### src/rtl/param_reg_file_pkg.sv
// Shared operation encodings for the register-file family (address RF, IR and
// this parameterised file) plus small helpers used by the cells.
package param_reg_file_pkg;

  typedef enum logic [1:0] {
    FS_CLR  = 2'b00,
    FS_LOAD = 2'b01,
    FS_DEC  = 2'b10,
    FS_INC  = 2'b11
  } funsel_e;

  localparam int unsigned NREGS_MIN = 2;
  localparam int unsigned NREGS_MAX = 16;

  function automatic funsel_e to_funsel(input logic [1:0] raw);
    return funsel_e'(raw);
  endfunction

endpackage

### src/rtl/param_reg_file_if.sv
// Operation/read bus of param_reg_file; master drives operations and read
// selects, slave (the register file) returns read data and status.
interface param_reg_file_if #(
  parameter int WIDTH = 8,
  parameter int NREGS = 8
);
  localparam int IDXW = $clog2(NREGS);

  logic [1:0]       funsel;
  logic [NREGS-1:0] wr_mask;
  logic [WIDTH-1:0] data_in;
  logic [IDXW-1:0]  rd_sel_a;
  logic [IDXW-1:0]  rd_sel_b;
  logic [WIDTH-1:0] out_a;
  logic [WIDTH-1:0] out_b;
  logic             wrap_flag;
  logic [NREGS-1:0] zero_mask;

  modport master (
    output funsel, wr_mask, data_in, rd_sel_a, rd_sel_b,
    input  out_a, out_b, wrap_flag, zero_mask
  );

  modport slave (
    input  funsel, wr_mask, data_in, rd_sel_a, rd_sel_b,
    output out_a, out_b, wrap_flag, zero_mask
  );

endinterface

### src/rtl/param_reg_file_cell.sv
// param_reg_cell: one WIDTH-bit register applying clear/load/dec/inc when
// enabled; wrap reports that the pending enabled inc/dec rolls over.
module param_reg_cell
  import param_reg_file_pkg::*;
#(
  parameter int WIDTH = 8
) (
  input  logic             clk,
  input  logic             rst_n,
  input  logic             en,
  input  funsel_e          funsel,
  input  logic [WIDTH-1:0] data_in,
  output logic [WIDTH-1:0] q,
  output logic             wrap
);

  logic [WIDTH-1:0] d;
  logic             wraps;

  always_comb begin
    d     = q;
    wraps = 1'b0;
    unique case (funsel)
      FS_CLR:  d = '0;
      FS_LOAD: d = data_in;
      FS_DEC: begin
        d     = q - WIDTH'(1);
        wraps = (q == '0);
      end
      FS_INC: begin
        d     = q + WIDTH'(1);
        wraps = (q == '1);
      end
    endcase
  end

  assign wrap = en & wraps;

  always_ff @(posedge clk or negedge rst_n) begin
    if (!rst_n) begin
      q <= '0;
    end else if (en) begin
      q <= d;
    end
  end

endmodule

### src/rtl/param_reg_file.sv
// param_reg_file: NREGS x WIDTH register file with masked clear/load/dec/inc,
// two zero-latency read ports, optional load bypass, wrap and zero status.
module param_reg_file
  import param_reg_file_pkg::*;
#(
  parameter int WIDTH  = 8,
  parameter int NREGS  = 8,
  parameter int BYPASS = 0
) (
  input  logic                clk,
  input  logic                rst_n,
  param_reg_file_if.slave     bus
);

  localparam int IDXW = $clog2(NREGS);

  funsel_e          fs;
  logic [WIDTH-1:0] q [NREGS];
  logic [NREGS-1:0] cell_wrap;
  logic [NREGS-1:0] byp_hit;
  logic [IDXW-1:0]  sel_a;
  logic [IDXW-1:0]  sel_b;
  logic [WIDTH-1:0] rd_a;
  logic [WIDTH-1:0] rd_b;
  logic [NREGS-1:0] zero_c;
  logic             wrap_q;

  assign fs    = to_funsel(bus.funsel);
  assign sel_a = bus.rd_sel_a;
  assign sel_b = bus.rd_sel_b;

  for (genvar i = 0; i < NREGS; i++) begin : g_cell
    param_reg_cell #(.WIDTH(WIDTH)) u_cell (
      .clk     (clk),
      .rst_n   (rst_n),
      .en      (bus.wr_mask[i]),
      .funsel  (fs),
      .data_in (bus.data_in),
      .q       (q[i]),
      .wrap    (cell_wrap[i])
    );
  end

  // Bypass only forwards loads, and never while reset holds the file at zero.
  always_comb begin
    byp_hit = '0;
    for (int unsigned i = 0; i < NREGS; i++) begin
      byp_hit[i] = (BYPASS != 0) && rst_n && (fs == FS_LOAD) && bus.wr_mask[i];
    end
  end

  // Indices at or beyond NREGS match no entry and read back zero.
  always_comb begin
    rd_a = '0;
    rd_b = '0;
    for (int unsigned i = 0; i < NREGS; i++) begin
      if (sel_a == IDXW'(i)) rd_a = byp_hit[i] ? bus.data_in : q[i];
      if (sel_b == IDXW'(i)) rd_b = byp_hit[i] ? bus.data_in : q[i];
    end
  end

  always_comb begin
    zero_c = '0;
    for (int unsigned i = 0; i < NREGS; i++) begin
      zero_c[i] = (q[i] == '0);
    end
  end

  always_ff @(posedge clk or negedge rst_n) begin
    if (!rst_n) begin
      wrap_q <= 1'b0;
    end else begin
      wrap_q <= |cell_wrap;
    end
  end

  assign bus.out_a     = rd_a;
  assign bus.out_b     = rd_b;
  assign bus.zero_mask = zero_c;
  assign bus.wrap_flag = wrap_q;

endmodule

### src/flat_wrapper.sv
// flat-port wrapper written by rule: the top's interface ports become plain ports
module param_reg_file_flat import param_reg_file_pkg::*;
#(
  parameter int WIDTH  = 8,
  parameter int NREGS  = 8,
  parameter int BYPASS = 0
)
  (clk, rst_n, bus_funsel, bus_wr_mask, bus_data_in, bus_rd_sel_a, bus_rd_sel_b, bus_out_a, bus_out_b, bus_wrap_flag, bus_zero_mask);
  param_reg_file_if #(.WIDTH(WIDTH), .NREGS(NREGS)) bus_i ();
  input  logic clk;
  input  logic rst_n;
  input wire logic [$bits(bus_i.funsel)-1:0] bus_funsel;
  input wire logic [$bits(bus_i.wr_mask)-1:0] bus_wr_mask;
  input wire logic [$bits(bus_i.data_in)-1:0] bus_data_in;
  input wire logic [$bits(bus_i.rd_sel_a)-1:0] bus_rd_sel_a;
  input wire logic [$bits(bus_i.rd_sel_b)-1:0] bus_rd_sel_b;
  output wire logic [$bits(bus_i.out_a)-1:0] bus_out_a;
  output wire logic [$bits(bus_i.out_b)-1:0] bus_out_b;
  output wire logic [$bits(bus_i.wrap_flag)-1:0] bus_wrap_flag;
  output wire logic [$bits(bus_i.zero_mask)-1:0] bus_zero_mask;
  assign bus_i.funsel = bus_funsel;
  assign bus_i.wr_mask = bus_wr_mask;
  assign bus_i.data_in = bus_data_in;
  assign bus_i.rd_sel_a = bus_rd_sel_a;
  assign bus_i.rd_sel_b = bus_rd_sel_b;
  assign bus_out_a = bus_i.out_a;
  assign bus_out_b = bus_i.out_b;
  assign bus_wrap_flag = bus_i.wrap_flag;
  assign bus_zero_mask = bus_i.zero_mask;
  param_reg_file #(.WIDTH(WIDTH), .NREGS(NREGS), .BYPASS(BYPASS)) u_core (.clk(clk), .rst_n(rst_n), .bus(bus_i));
endmodule
### config.mk
export PLATFORM = sky130hd
export DESIGN_NAME = param_reg_file_flat
export DESIGN_NICKNAME = d
export VERILOG_FILES = /design/src/rtl/param_reg_file_pkg.sv /design/src/rtl/param_reg_file_if.sv /design/src/rtl/param_reg_file_cell.sv /design/src/rtl/param_reg_file.sv /design/src/flat_wrapper.sv
export SDC_FILE = /design/constraint.sdc
export NUM_CORES = 1
export LEC_CHECK = 0
export BUFFER_PORTS_ARGS = -buffer_cell sky130_fd_sc_hd__buf_2
export CAP_MARGIN = 20
export CORE_MARGIN = 2
export CORE_UTILIZATION = 29
export CTS_BUF_LIST = sky130_fd_sc_hd__clkbuf_16
export CTS_CLUSTER_SIZE = 25
export DETAILED_ROUTE_END_ITERATION = 6
export PLACE_DENSITY = 0.47
export SKIP_CTS_REPAIR_TIMING = 1
export SLEW_MARGIN = 20
export SYNTH_ARGS = -nofsm -noshare
export SYNTH_HDL_FRONTEND = slang
export SYNTH_HIERARCHICAL = 1
export SYNTH_SLANG_ARGS = --single-unit
### constraint.sdc
create_clock -name clk -period 1.8 [get_ports clk]
set_input_delay 0.36 -clock clk [delete_from_list [all_inputs] [get_ports clk]]
set_output_delay 0.36 -clock clk [all_outputs]
set_load 0.005 [all_outputs]
# Word level (Yosys, flattened, before mapping)
# Index checks and enable logic that the tools add are counted.
# classes
n_addsub	16
eq_ne	25
n_mux	32
n_bitwise	8
reduce_logical	12
# op_table
op	n
$pmux 8 s4	8
$mux 8	16
$add 8x1->8 const B	8
$eq 8x8->1 const B	8
$logic_not 8->1	8
$sub 8x1->8 const B	8
$eq 3x3->1 const B	8
$pmux 1 s2	8
$eq 3x2->1 const B	4
$and 1x1->1	8
$reduce_or 8->1	1
$eq 3x1->1 const B	2
$logic_not 3->1	2
$eq 2x2->1 const B	2
$eq 2x1->1 const B	1
$logic_not 2->1	1
# totals
reg_bits	65
out_inout_bits	25

# Longest topological paths before layout
# logic_depth
word_depth	9
ltp_mapped	9
mapped_depth_nobuf	8

# Cells and area by module
# Netlist, hierarchy kept.
# by_module_without_submodules
mod	instances	cells_each	area_each_um2	seq_area_each_um2
param_reg_cell (u_core.g_cell[0].u_cell ...)	5	88	750.7	200.2
param_reg_cell (u_core.g_cell[1].u_cell ...)	2	92	762.0	200.2
param_reg_file	1	196	1477.7	25.0
param_reg_cell (u_core.g_cell[6].u_cell)	1	85	728.2	200.2

# Worst setup path after synthesis
# OpenSTA, ideal clock, no wires.
# synth_timing
kind	in2reg
from	in bus_funsel[1]
to	reg u_core.g_cell[6].u_cell.q[7]
setup_ps	94
arrival_time_ps	2217
required_time_ps	1706
path_slack_ps	-511
stages	8
path_buffers	1
path_cell_list	clkbuf_1 > nand2_1 > ha_1 > a21oi_1 > o211ai_1 > a221o_1 > mux2i_1 > a211oi_1
# synth_via
elab_chain_cells	2
# synth_lines
element	line	source
from (decl)	flat_wrapper.sv:12	input wire logic [$bits(bus_i.funsel)-1:0] bus_funsel;
$eq 2x2->1, or another cell as far along	param_reg_file_cell.sv:23	unique case (funsel)
$pmux 8 s4 *	param_reg_file_cell.sv:23	
to (signal assigned)	param_reg_file_cell.sv:41	q <= '0;
to (signal assigned)	param_reg_file_cell.sv:43	q <= d;
to (decl)	param_reg_file_cell.sv:13	output logic [WIDTH-1:0] q,
# Mark *: on every way between the ends. The rest lies on a longest branch, timed or not.
# A chain may end at the register's enable or synchronous reset.

# Worst setup path after layout
# layout_timing
from	reg u_core.g_cell[4].u_cell.q[0]
to	out bus_out_a[0]
# layout_via
elab_chain_cells	4
# layout_lines
element	line	source
from (decl)	param_reg_file_cell.sv:13	
from (signal assigned)	param_reg_file_cell.sv:41	
from (signal assigned)	param_reg_file_cell.sv:43	
$mux 8 (4 in series)	param_reg_file.sv:57	if (sel_a == IDXW'(i)) rd_a = byp_hit[i] ? bus.data_in : q[i];
to (decl)	flat_wrapper.sv:17	output wire logic [$bits(bus_i.out_a)-1:0] bus_out_a;
# Every way passes these cells.

==> parameters.txt <==
Parameter                              Value

Run status
  Outcome ... finished with violations
  Violated checks ... negative setup slack

Synth
  Portion of synthesized cell area occupied by the leading cell type ... 21.7%
  Synth warnings ... 6
  Share of synthesized registers carrying an async set or reset ... 100%
  Top post-synthesis cells by area ... dfrtp_1 (22%), ha_1 (9.4%), mux2i_1 (5.2%)
  Netlist cell types ... 67
  Total nets after synthesis ... 995
  Total of flip-flops plus latches after synthesis ... 65
  Average instance area after synthesis ... 8.27 um^2
  Post-Synthesis Cells ... 905
  Post-synthesis instance area ... 7480 um^2
  Dominant cell type by area after synthesis ... dfrtp_1
  Number of flops mapped to enable cells by yosys ... 0
  Sequential cell area fraction in the yosys report ... between 20 and 25%
  Top FF cell, synth ... dfrtp_1

Route
  Via total after detailed routing ... 8617
  DRT Pass-1 Iters ... 5
  DRT Wirelength ... 32.0 mm
  Number of DRC markers after the initial detailed-route iteration ... 536
  Wire per inst ... roughly 20 um
  Post-detailed-route via-to-cell ratio ... 5.43
  Drt drc ... 0
  Count of nets left with antenna violations after detail routing ... 0

Timing
  Final total negative setup slack ... -7610 ps
  Setup ws final ... -345 ps
  Final Max Slew Viols ... 0
  Final period utilization ... 119%
  Pin slew with the least headroom to its limit ... 438 ps
  Total setup violations reported at the end of the flow ... 54
  Max Clk Rate ... 466 MHz
  Final period demand of the worst path ... 2140 ps
  Post-route clock skew ... 8.93 ps
  Worst relative slew slack ... 70.8%
  Worst hold slack after final layout ... 301 ps
  Hold Fails Final Rpt ... 0
  RSZ-0062 raised after global routing ... true

Layout
  Most common library cell in the layout ignoring fill and taps ... buf_4
  Post-route cell area ... 12600 um^2
  Highest-count cells in the layout ignoring fill and taps ... buf_4 (252), nor2_1 (82), buf_6 (60), nand2_1 (59), buf_2 (42)
  ANT cells ... 0
  Nets ... 1342
  Layout overhead on the synthesized area ... 68.5%
  Fraction of final layout cells sized beyond drive strength 1 ... 52.1%

Die
  Ports placed on the boundary ... between 50 and 60
  Area of the die ... between 20000 and 30000 um^2
  Initial cell density of the core ... 29.6%
  Area of the core region ... 25300 um^2
  DIE HEIGHT ... 165 um
  Std cell rows ... 58
  Die width ... 165 um

Clock tree
  CTS tree ... built
  Clk Latency, worst-skew pair ... 350 ps
  Clock net sink count ... 65
  Total clock buffers created by CTS ... 9
  Post-CTS clock slew at the launch and capture registers of the worst setup and hold paths ... 60 ps
  Maximum buffer depth of the clock tree ... 2
  H-tree Lvls ... 3
  CTS Root Cell ... clkbuf_16

Critical path
  Required time worst endpoint ... 1440 ps
  CP max-delay cell ... mux4_2
  Type of element launching the critical path ... flop
  Maximum fanout along the worst path ... 3
  Cell occurring most often along the worst timing path ... buf_6
  Critical path type ... reg -> out
  Arrival time at the worst endpoint ... 1780 ps
  Critical Path Max Stage Delay ... 450 ps
  Setup crit end kind ... output port
  Worst path cell trace ... buf_6 > mux4_2 > mux2_4 > buf_6

Power
  Power share of the clock group ... 14.0%
  Switching share of power ... 40.6%
  Sum of internal, switching and leakage power ... 0.0126 W
  Power dissipated by switching net loads ... 0.00512 W
  Internal Dissipation ... 0.00749 W
  Largest vdd supply drop ... between 500 and 600 uV
  Static leakage ... 5.29 nW
  Part of the power in registers ... approximately 20%
  Relative contribution of combinational cells to total power ... 66.2%
  Areal power density over the cells ... roughly 1000 nW/um^2

GRT
  Number of global-route vias before repair ... 7618
  Pin count of the biggest net entering global routing ... 32
  Global-route wire length before repair ... 44.9 mm
  Number of antenna violations at the first check in global routing ... 0
  Gr usage total ... 22.0%
  Overflow left after global routing ... 0

Placement
  Final HPWL from detailed placement ... 22.3 mm
  Count of input and output buffers ... 50
  Minimum setup slack after placement ... -610 ps
  Global placement routability congestion ... ~0.92
  Post-placement cell area ... 10200 um^2

Flow run
  MaxCap Viol Count ... 0

Min path
  Classification of the worst-slack hold path ... in -> reg
-- power groups by stage --
| stage | sequential, W | combinational [W] | clock, W |
|---|---|---|---|
| floorplan | 0.00240 | 0.00364 | 0 |
| global placement | 0.00254 | 0.00617 | 0 |
| detailed placement | 0.00253 | 0.00621 | 0 |
| CTS | 0.00251 | 0.00625 | 0.00180 |
| global route | 0.00253 | 0.00900 | 0.00187 |
| finish | 0.00249 | 0.00836 | 0.00177 |
-- path summary, 6_finish.rpt --
check,from,end,slack (ps),depth (start not counted)
max,u_core/g_cell[4].u_cell/q[0],bus_out_a[0],-340,4
min,bus_wr_mask[2],u_core/g_cell[2].u_cell/q[5],300,2
max reg2reg,u_core/g_cell[6].u_cell/q[2],u_core/g_cell[6].u_cell/q[7],-230,7
min reg2reg,u_core/g_cell[7].u_cell/q[4],u_core/g_cell[7].u_cell/q[4],620,2
max in group asynchronous,rst_n,u_core/g_cell[3].u_cell/q[7],760,3
min in group asynchronous,rst_n,u_core/g_cell[2].u_cell/q[4],480,2
-- kinds of logic after synthesis --
family	count (synthesis)	share of synthesized area [%]
and+or+nand+nor	323	21.8
AOI/OAI and AO/OA	295	29.2
buffers and inverters	81	5.00
DFF	65	21.7
adders and majority gates	64	11.5
muxes	49	7.42
xor gates and xnor gates	28	3.28
-- through the flow --
stage,util (%),std cells
after global placement,40.5,1466
after CTS,41.6,1482
after floorplan,-,905
final,49.9,1587
after detailed placement,40.5,1466
after global routing,49.9,1587
-- Yosys cell counts, types with 5 or more instances --
cell type	count
a211oi_1	17
a211oi_4	6
a21boi_0	13
a21o_1	6
a21oi_1	60
a221o_1	6
a221oi_1	19
a22oi_1	22
a311o_1	6
a31o_2	5
a32oi_1	8
a41oi_1	6
buf_2	14
clkbuf_1	20
dfrtp_1	65
fa_1	8
ha_1	56
inv_1	38
mux2_2	6
mux2i_1	39
nand2_1	67
nand2b_1	5
nand3_1	19
nand3b_1	6
nand4_1	21
nor2_1	101
nor2b_1	28
nor3_1	16
o211a_1	6
o211ai_1	18
o211ai_2	10
o21a_1	17
o21ai_0	48
or3_1	10
or4_1	24
xnor2_1	10
xor2_1	18
-- state kept, by name, summed over array words and instances (netlist names) --
signal and cells:
u_core/g_cell.u_cell/q 64, u_core/bus.wrap_flag 1
-- cell type report --
type	instances	area [um^2]
Sequential cell	65	1670
Fill cell	2414	12600
Clock inverter	7	55.1
Clock buffer	9	225
Multi-Input combinational cell	759	6830
Inverter	38	148
Timing Repair Buffer	379	3260
Tap cell	330	413
-- per-layer routing --
metal  global-route usage (%)  wire, um
met1                     31.3     14900
met2                     35.6     15300
met3                     2.54      1280
met4                     5.30       583
met5                        0         0
-- worst max-delay path, delay by kind of cell (launching register included) --
kind | cells | cell delay [ps]
buffers and inverters | 2 | 260
flip-flops | 1 | 420
multiplexers | 2 | 750
Note: power is estimated with default switching activity, not from simulation.
